`src/rtl/decoder_scan_ctrl_if.sv`:
```
// Control/status bundle between a scan client and the decoder scan sequencer.
// The slave side belongs to decoder_scan_ctrl; the master side drives requests.
interface decoder_scan_ctrl_if #(
  parameter int DWELL_W = 8
);
  logic               start;
  logic               stop;
  logic               continuous;
  logic [3:0]         mask;
  logic [DWELL_W-1:0] dwell;
  logic [1:0]         inp;
  logic               enable;
  logic               busy;
  logic               done;

  modport master (
    output start, stop, continuous, mask, dwell,
    input  inp, enable, busy, done
  );

  modport slave (
    input  start, stop, continuous, mask, dwell,
    output inp, enable, busy, done
  );
endinterface

```
`src/rtl/decoder_scan_ctrl.sv`:
```
// Sequencer for a 2-to-4 decoder: sweeps the masked channels, holds each enabled
// for a programmable dwell, and blanks enable for one cycle between channels.
module decoder_scan_ctrl #(
  parameter int DWELL_W = 8
) (
  input  logic                clk,
  input  logic                rst_n,
  decoder_scan_ctrl_if.slave  bus
);

  typedef enum logic [1:0] {
    IDLE  = 2'd0,
    DRIVE = 2'd1,
    BLANK = 2'd2
  } state_t;

  state_t             r_state,  w_state_nxt;
  logic [1:0]         r_inp,    w_inp_nxt;
  logic               r_enable, w_enable_nxt;
  logic               r_busy,   w_busy_nxt;
  logic               r_done,   w_done_nxt;
  logic [3:0]         r_mask,   w_mask_nxt;
  logic [DWELL_W-1:0] r_dwell,  w_dwell_nxt;
  logic [DWELL_W-1:0] r_cnt,    w_cnt_nxt;
  logic [2:0]         w_next_ch;

  function automatic logic [1:0] f_lowest(input logic [3:0] m);
    logic [1:0] r;
    r = 2'd0;
    for (int k = 3; k >= 0; k--) begin
      if (m[k]) r = 2'(k);
    end
    return r;
  endfunction

  // {found, index} of the nearest set mask bit strictly above idx.
  function automatic logic [2:0] f_next_above(input logic [3:0] m, input logic [1:0] idx);
    logic [2:0] r;
    r = 3'd0;
    for (int k = 3; k >= 0; k--) begin
      if (m[k] && (k > int'(idx))) r = {1'b1, 2'(k)};
    end
    return r;
  endfunction

  // Counter holds cycles remaining after the current one; dwell of 0 behaves as 1.
  function automatic logic [DWELL_W-1:0] f_cnt_load(input logic [DWELL_W-1:0] d);
    return (d == '0) ? '0 : d - DWELL_W'(1);
  endfunction

  assign w_next_ch = f_next_above(r_mask, r_inp);

  always_comb begin
    w_state_nxt  = r_state;
    w_inp_nxt    = r_inp;
    w_enable_nxt = r_enable;
    w_busy_nxt   = r_busy;
    w_done_nxt   = 1'b0;
    w_mask_nxt   = r_mask;
    w_dwell_nxt  = r_dwell;
    w_cnt_nxt    = r_cnt;

    case (r_state)
      IDLE: begin
        w_enable_nxt = 1'b0;
        w_busy_nxt   = 1'b0;
        if (bus.start && !bus.stop && (bus.mask != 4'd0)) begin
          w_mask_nxt   = bus.mask;
          w_dwell_nxt  = bus.dwell;
          w_inp_nxt    = f_lowest(bus.mask);
          w_cnt_nxt    = f_cnt_load(bus.dwell);
          w_enable_nxt = 1'b1;
          w_busy_nxt   = 1'b1;
          w_state_nxt  = DRIVE;
        end
      end

      DRIVE: begin
        if (bus.stop) begin
          w_enable_nxt = 1'b0;
          w_busy_nxt   = 1'b0;
          w_state_nxt  = IDLE;
        end else if (r_cnt == '0) begin
          w_enable_nxt = 1'b0;
          w_state_nxt  = BLANK;
        end else begin
          w_cnt_nxt = r_cnt - DWELL_W'(1);
        end
      end

      BLANK: begin
        if (bus.stop) begin
          w_enable_nxt = 1'b0;
          w_busy_nxt   = 1'b0;
          w_state_nxt  = IDLE;
        end else if (w_next_ch[2]) begin
          w_inp_nxt    = w_next_ch[1:0];
          w_cnt_nxt    = f_cnt_load(r_dwell);
          w_enable_nxt = 1'b1;
          w_state_nxt  = DRIVE;
        end else if (bus.continuous) begin
          // Wrap point: the only place a running sweep picks up new mask/dwell.
          w_mask_nxt  = bus.mask;
          w_dwell_nxt = bus.dwell;
          if (bus.mask != 4'd0) begin
            w_inp_nxt    = f_lowest(bus.mask);
            w_cnt_nxt    = f_cnt_load(bus.dwell);
            w_enable_nxt = 1'b1;
            w_state_nxt  = DRIVE;
          end else begin
            w_busy_nxt  = 1'b0;
            w_done_nxt  = 1'b1;
            w_state_nxt = IDLE;
          end
        end else begin
          w_busy_nxt  = 1'b0;
          w_done_nxt  = 1'b1;
          w_state_nxt = IDLE;
        end
      end

      default: begin
        w_enable_nxt = 1'b0;
        w_busy_nxt   = 1'b0;
        w_state_nxt  = IDLE;
      end
    endcase
  end

  always_ff @(posedge clk or negedge rst_n) begin
    if (!rst_n) begin
      r_state  <= IDLE;
      r_inp    <= 2'd0;
      r_enable <= 1'b0;
      r_busy   <= 1'b0;
      r_done   <= 1'b0;
      r_mask   <= 4'd0;
      r_dwell  <= '0;
      r_cnt    <= '0;
    end else begin
      r_state  <= w_state_nxt;
      r_inp    <= w_inp_nxt;
      r_enable <= w_enable_nxt;
      r_busy   <= w_busy_nxt;
      r_done   <= w_done_nxt;
      r_mask   <= w_mask_nxt;
      r_dwell  <= w_dwell_nxt;
      r_cnt    <= w_cnt_nxt;
    end
  end

  assign bus.inp    = r_inp;
  assign bus.enable = r_enable;
  assign bus.busy   = r_busy;
  assign bus.done   = r_done;

endmodule

```
`src/flat_wrapper.sv`:
```
// flat-port wrapper written by rule: the top's interface ports become plain ports
module decoder_scan_ctrl_flat 
#(
  parameter int DWELL_W = 8
)
  (clk, rst_n, bus_start, bus_stop, bus_continuous, bus_mask, bus_dwell, bus_inp, bus_enable, bus_busy, bus_done);
  decoder_scan_ctrl_if #(.DWELL_W(DWELL_W)) bus_i ();
  input  logic clk;
  input  logic rst_n;
  input wire logic [$bits(bus_i.start)-1:0] bus_start;
  input wire logic [$bits(bus_i.stop)-1:0] bus_stop;
  input wire logic [$bits(bus_i.continuous)-1:0] bus_continuous;
  input wire logic [$bits(bus_i.mask)-1:0] bus_mask;
  input wire logic [$bits(bus_i.dwell)-1:0] bus_dwell;
  output wire logic [$bits(bus_i.inp)-1:0] bus_inp;
  output wire logic [$bits(bus_i.enable)-1:0] bus_enable;
  output wire logic [$bits(bus_i.busy)-1:0] bus_busy;
  output wire logic [$bits(bus_i.done)-1:0] bus_done;
  assign bus_i.start = bus_start;
  assign bus_i.stop = bus_stop;
  assign bus_i.continuous = bus_continuous;
  assign bus_i.mask = bus_mask;
  assign bus_i.dwell = bus_dwell;
  assign bus_inp = bus_i.inp;
  assign bus_enable = bus_i.enable;
  assign bus_busy = bus_i.busy;
  assign bus_done = bus_i.done;
  decoder_scan_ctrl #(.DWELL_W(DWELL_W)) u_core (.clk(clk), .rst_n(rst_n), .bus(bus_i));
endmodule
```
`config.mk`:
```
export PLATFORM = sky130hd
export DESIGN_NAME = decoder_scan_ctrl_flat
export DESIGN_NICKNAME = d
export VERILOG_FILES = /design/src/rtl/decoder_scan_ctrl_if.sv /design/src/rtl/decoder_scan_ctrl.sv /design/src/flat_wrapper.sv
export SDC_FILE = /design/constraint.sdc
export NUM_CORES = 1
export LEC_CHECK = 0
export BUFFER_PORTS_ARGS = -buffer_cell sky130_fd_sc_hd__buf_4
export CAP_MARGIN = 20
export CORE_MARGIN = 1.5
export CORE_UTILIZATION = 58
export DETAILED_ROUTE_END_ITERATION = 6
export PLACE_DENSITY = 0.89
export SLEW_MARGIN = 15
export SYNTH_ARGS = -nofsm -noshare
export SYNTH_HDL_FRONTEND = slang
export SYNTH_SLANG_ARGS = --single-unit
```
`constraint.sdc`:
```
create_clock -name clk -period 2.4 [get_ports clk]
set_clock_uncertainty 0.15 [all_clocks]
set_input_delay 0.12 -clock clk [delete_from_list [all_inputs] [get_ports clk]]
set_output_delay 0.12 -clock clk [all_outputs]
set_load 0.03 [all_outputs]
```
==> impl_metrics.yaml <==
cts:
  clock-sinks: 26
  numCtsBuffers: 3
  cts_root_buffer: "clkbuf_4"
  insertion_delay_ns: 0.34
  ctsLongestPathBuffers: 2
  cts_tree: "built"
  clk_pin_slew_worst_paths_ns: 0.15
  cts_max_level: 1
yosys:
  syn_inst: 193
  synthesis.nets: 219
  ys_seq_area_frac: 0.350
  syn_area_um2: 1860
  synth.distinct_cells: 47
  synth_edf_count: 0
  synthArstFlopShare: 1.00
  yosysWarnings: 0
  synth_ff_type: "dfrtp_1"
  avgSynthCellArea_um2: 9.63
  ys_seq_elements: 26
worst_setup_path:
  r2r_end: "u_core.r_cnt[5]"
  crit_fanout: 5
  rr_startpoint: "u_core.r_dwell[4]"
  worst-setup-path-type: "input pin to flip-flop"
  cp.required_ns: 2.49
  r2r_cells: 5
  arrival_ns: 2.45
  r2r_slack_ns: 0.11
  end_kind: "flip-flop"
  start_kind: "input pin"
drt:
  routed_wl_mm: 4.47
  wl_per_cell_um: 15.8
  antenna_left: 0
  drt_iter0_markers: 83
  drc: 0
  first_pass_iters: 4
  viasPerCell: 5.93
  vias: 1673
die:
  pin_count: 22
  die_area_um2: 3550
  fp.dieW_um: 59.6
  coreArea_um2: 3050
  start_util: 0.609
  die_h_um: 59.6
  rows: 20
placed_design:
  gp_congestion: 0.861
  dp.cells: 264
  place_area_um2: 2130
  io_buffers: 21
  place_ws_ns: 0.0961
  dp_hpwl_mm: 3.13
layout:
  fillCellCount: 210
  nNetsFinal: 265
  finalInstanceArea_um2: 2330
  final_util: 0.763
  drive_above_1_share: 0.197
  area_growth_pct: 25.3
  fin_cells: 282
  diodes: 0
timing:
  period_minus_slack_ns: 2.35
  worstMarginPinSlew_ns: 0.375
  fin_ws_ns: 0.0476
  whs_ns: 0.0496
  relSlewSlack: 0.747
  finalCritPeriodShare: 0.980
  hold_viol_final: 0
  grt_setup_unrepaired: "yes"
  report.final.slew_viol_count: 0
  setup_violations: 0
  fmax_mhz: 425
worst_hold_path:
  min_path_type: "input pin to async pin"
global_route:
  grt_pass1_wl_mm: 7.51
  grt_pass1_vias: 1674
  track_usage: 0.276
  grt_antenna_before_repair: 0
  overflow: 0
  grt_max_degree: 27
power:
  powerDensity_nw_per_um2: 1110
  peakVddDrop_v: 0.000606
  p_leak_nw: 0.998
job:
  max_cap_violations: 0
status:
  status: "finished, final reports clean"
[cells in the mapped netlist (4+ instances only)]
library cell	count	area, um2
xor2_1	4	35.0
nand2_1	10	37.5
xnor2_1	10	87.6
nand3_1	4	20.0
inv_1	17	63.8
mux2i_1	8	80.1
nor2_1	16	60.1
o21ai_0	4	20.0
dfrtp_1	26	651
mux2_1	9	101
ha_1	9	113
nor2b_1	7	43.8
a21oi_1	6	30.0
o221ai_1	7	61.3
o32a_1	5	50.1
[through the flow]
step	total power [mW]	TNS [ns]
after global routing	2.75	-0.0903
after CTS	2.56	0
after global placement	2.17	0
final	2.59	0
after detailed placement	2.21	0
after floorplan	1.80	0
[worst max path at each step]
stage	from	to	depth (start not counted)
2_1_floorplan	u_core.r_state[0]	u_core.r_cnt[0]	8
3_3_place_gp	u_core.r_dwell[4]	u_core.r_cnt[3]	5
3_5_place_dp	u_core.r_dwell[4]	u_core.r_cnt[3]	5
4_1_cts	bus_mask[0]	u_core.r_cnt[2]	8
5_1_grt	u_core.r_state[1]	u_core.r_cnt[2]	7
6_report	bus_dwell[5]	u_core.r_cnt[1]	7
[cell families (layout without fill, tap and decap cells)]
group / Yosys count / after routing / synth area share
mux: 20 / 20 / 0.116
simple gates: 61 / 61 / 0.191
fa+ha+maj: 9 / 9 / 0.0606
flops: 26 / 26 / 0.350
compound gates: 43 / 43 / 0.175
buf+inv: 20 / 65 / 0.0417
xor+xnor: 14 / 14 / 0.0659
[worst max-delay path: stages]
cell	delay, ns
dlygate4sd3_1	0.54
buf_4	0.14
or4_4	0.54
or4b_4	0.58
nand3_4	0.10
o221ai_1	0.14
mux2_2	0.28
[cell usage in the layout (no fill, tap or decap), types with 5 or more instances in the layout]
cell type / count
nor2_1: 16
o32a_1: 5
o221ai_1: 7
mux2i_1: 8
ha_1: 9
nand2_1: 10
nor2b_1: 6
inv_1: 17
dfrtp_1: 26
xnor2_1: 10
a21oi_1: 6
dlygate4sd3_1: 14
mux2_1: 9
buf_4: 30
[cell type report]
class | count | area [um2] | share of cell area
timing repair buffer | 44 | 365 | 0.157
sequential | 26 | 651 | 0.279
clock buffer | 3 | 22.5 | 0.00967
clock inverter | 1 | 30.0 | 0.0129
multi-input combinational | 147 | 1140 | 0.490
tap | 44 | 55.1 | 0.0236
inverter | 17 | 63.8 | 0.0274
[flip-flops by register name (all words and copies together) (netlist names)]
name / flops
u_core.bus.inp: 2
u_core.bus.done: 1
u_core.bus.busy: 1
u_core.r_cnt: 8
u_core.r_state: 2
u_core.bus.enable: 1
u_core.r_mask: 3
u_core.r_dwell: 8
[per-layer routing]
layer,up-vias,GRT usage,part of all wire
met3,6,0.0349,0.040
li1,806,-,-
met2,47,0.444,0.49
met4,0,0.0794,0.014
met5,-,0,0
met1,814,0.390,0.46
[what timing repair did]
action | CTS | global route
resized for setup | 0 | 4
hold buffers | 14 | 0
endpoints found under the hold margin | 39 | 0
setup endpoints to repair | 0 | 17
buffers inserted | 0 | 0
[power breakdown]
part | internal (mW) | total, mW | switching, mW
registers | 0.639 | 0.876 | 0.238
clock network | 0.169 | 0.312 | 0.143
logic | 0.686 | 1.40 | 0.716
No activity file was read; power rests on OpenSTA's default activity.
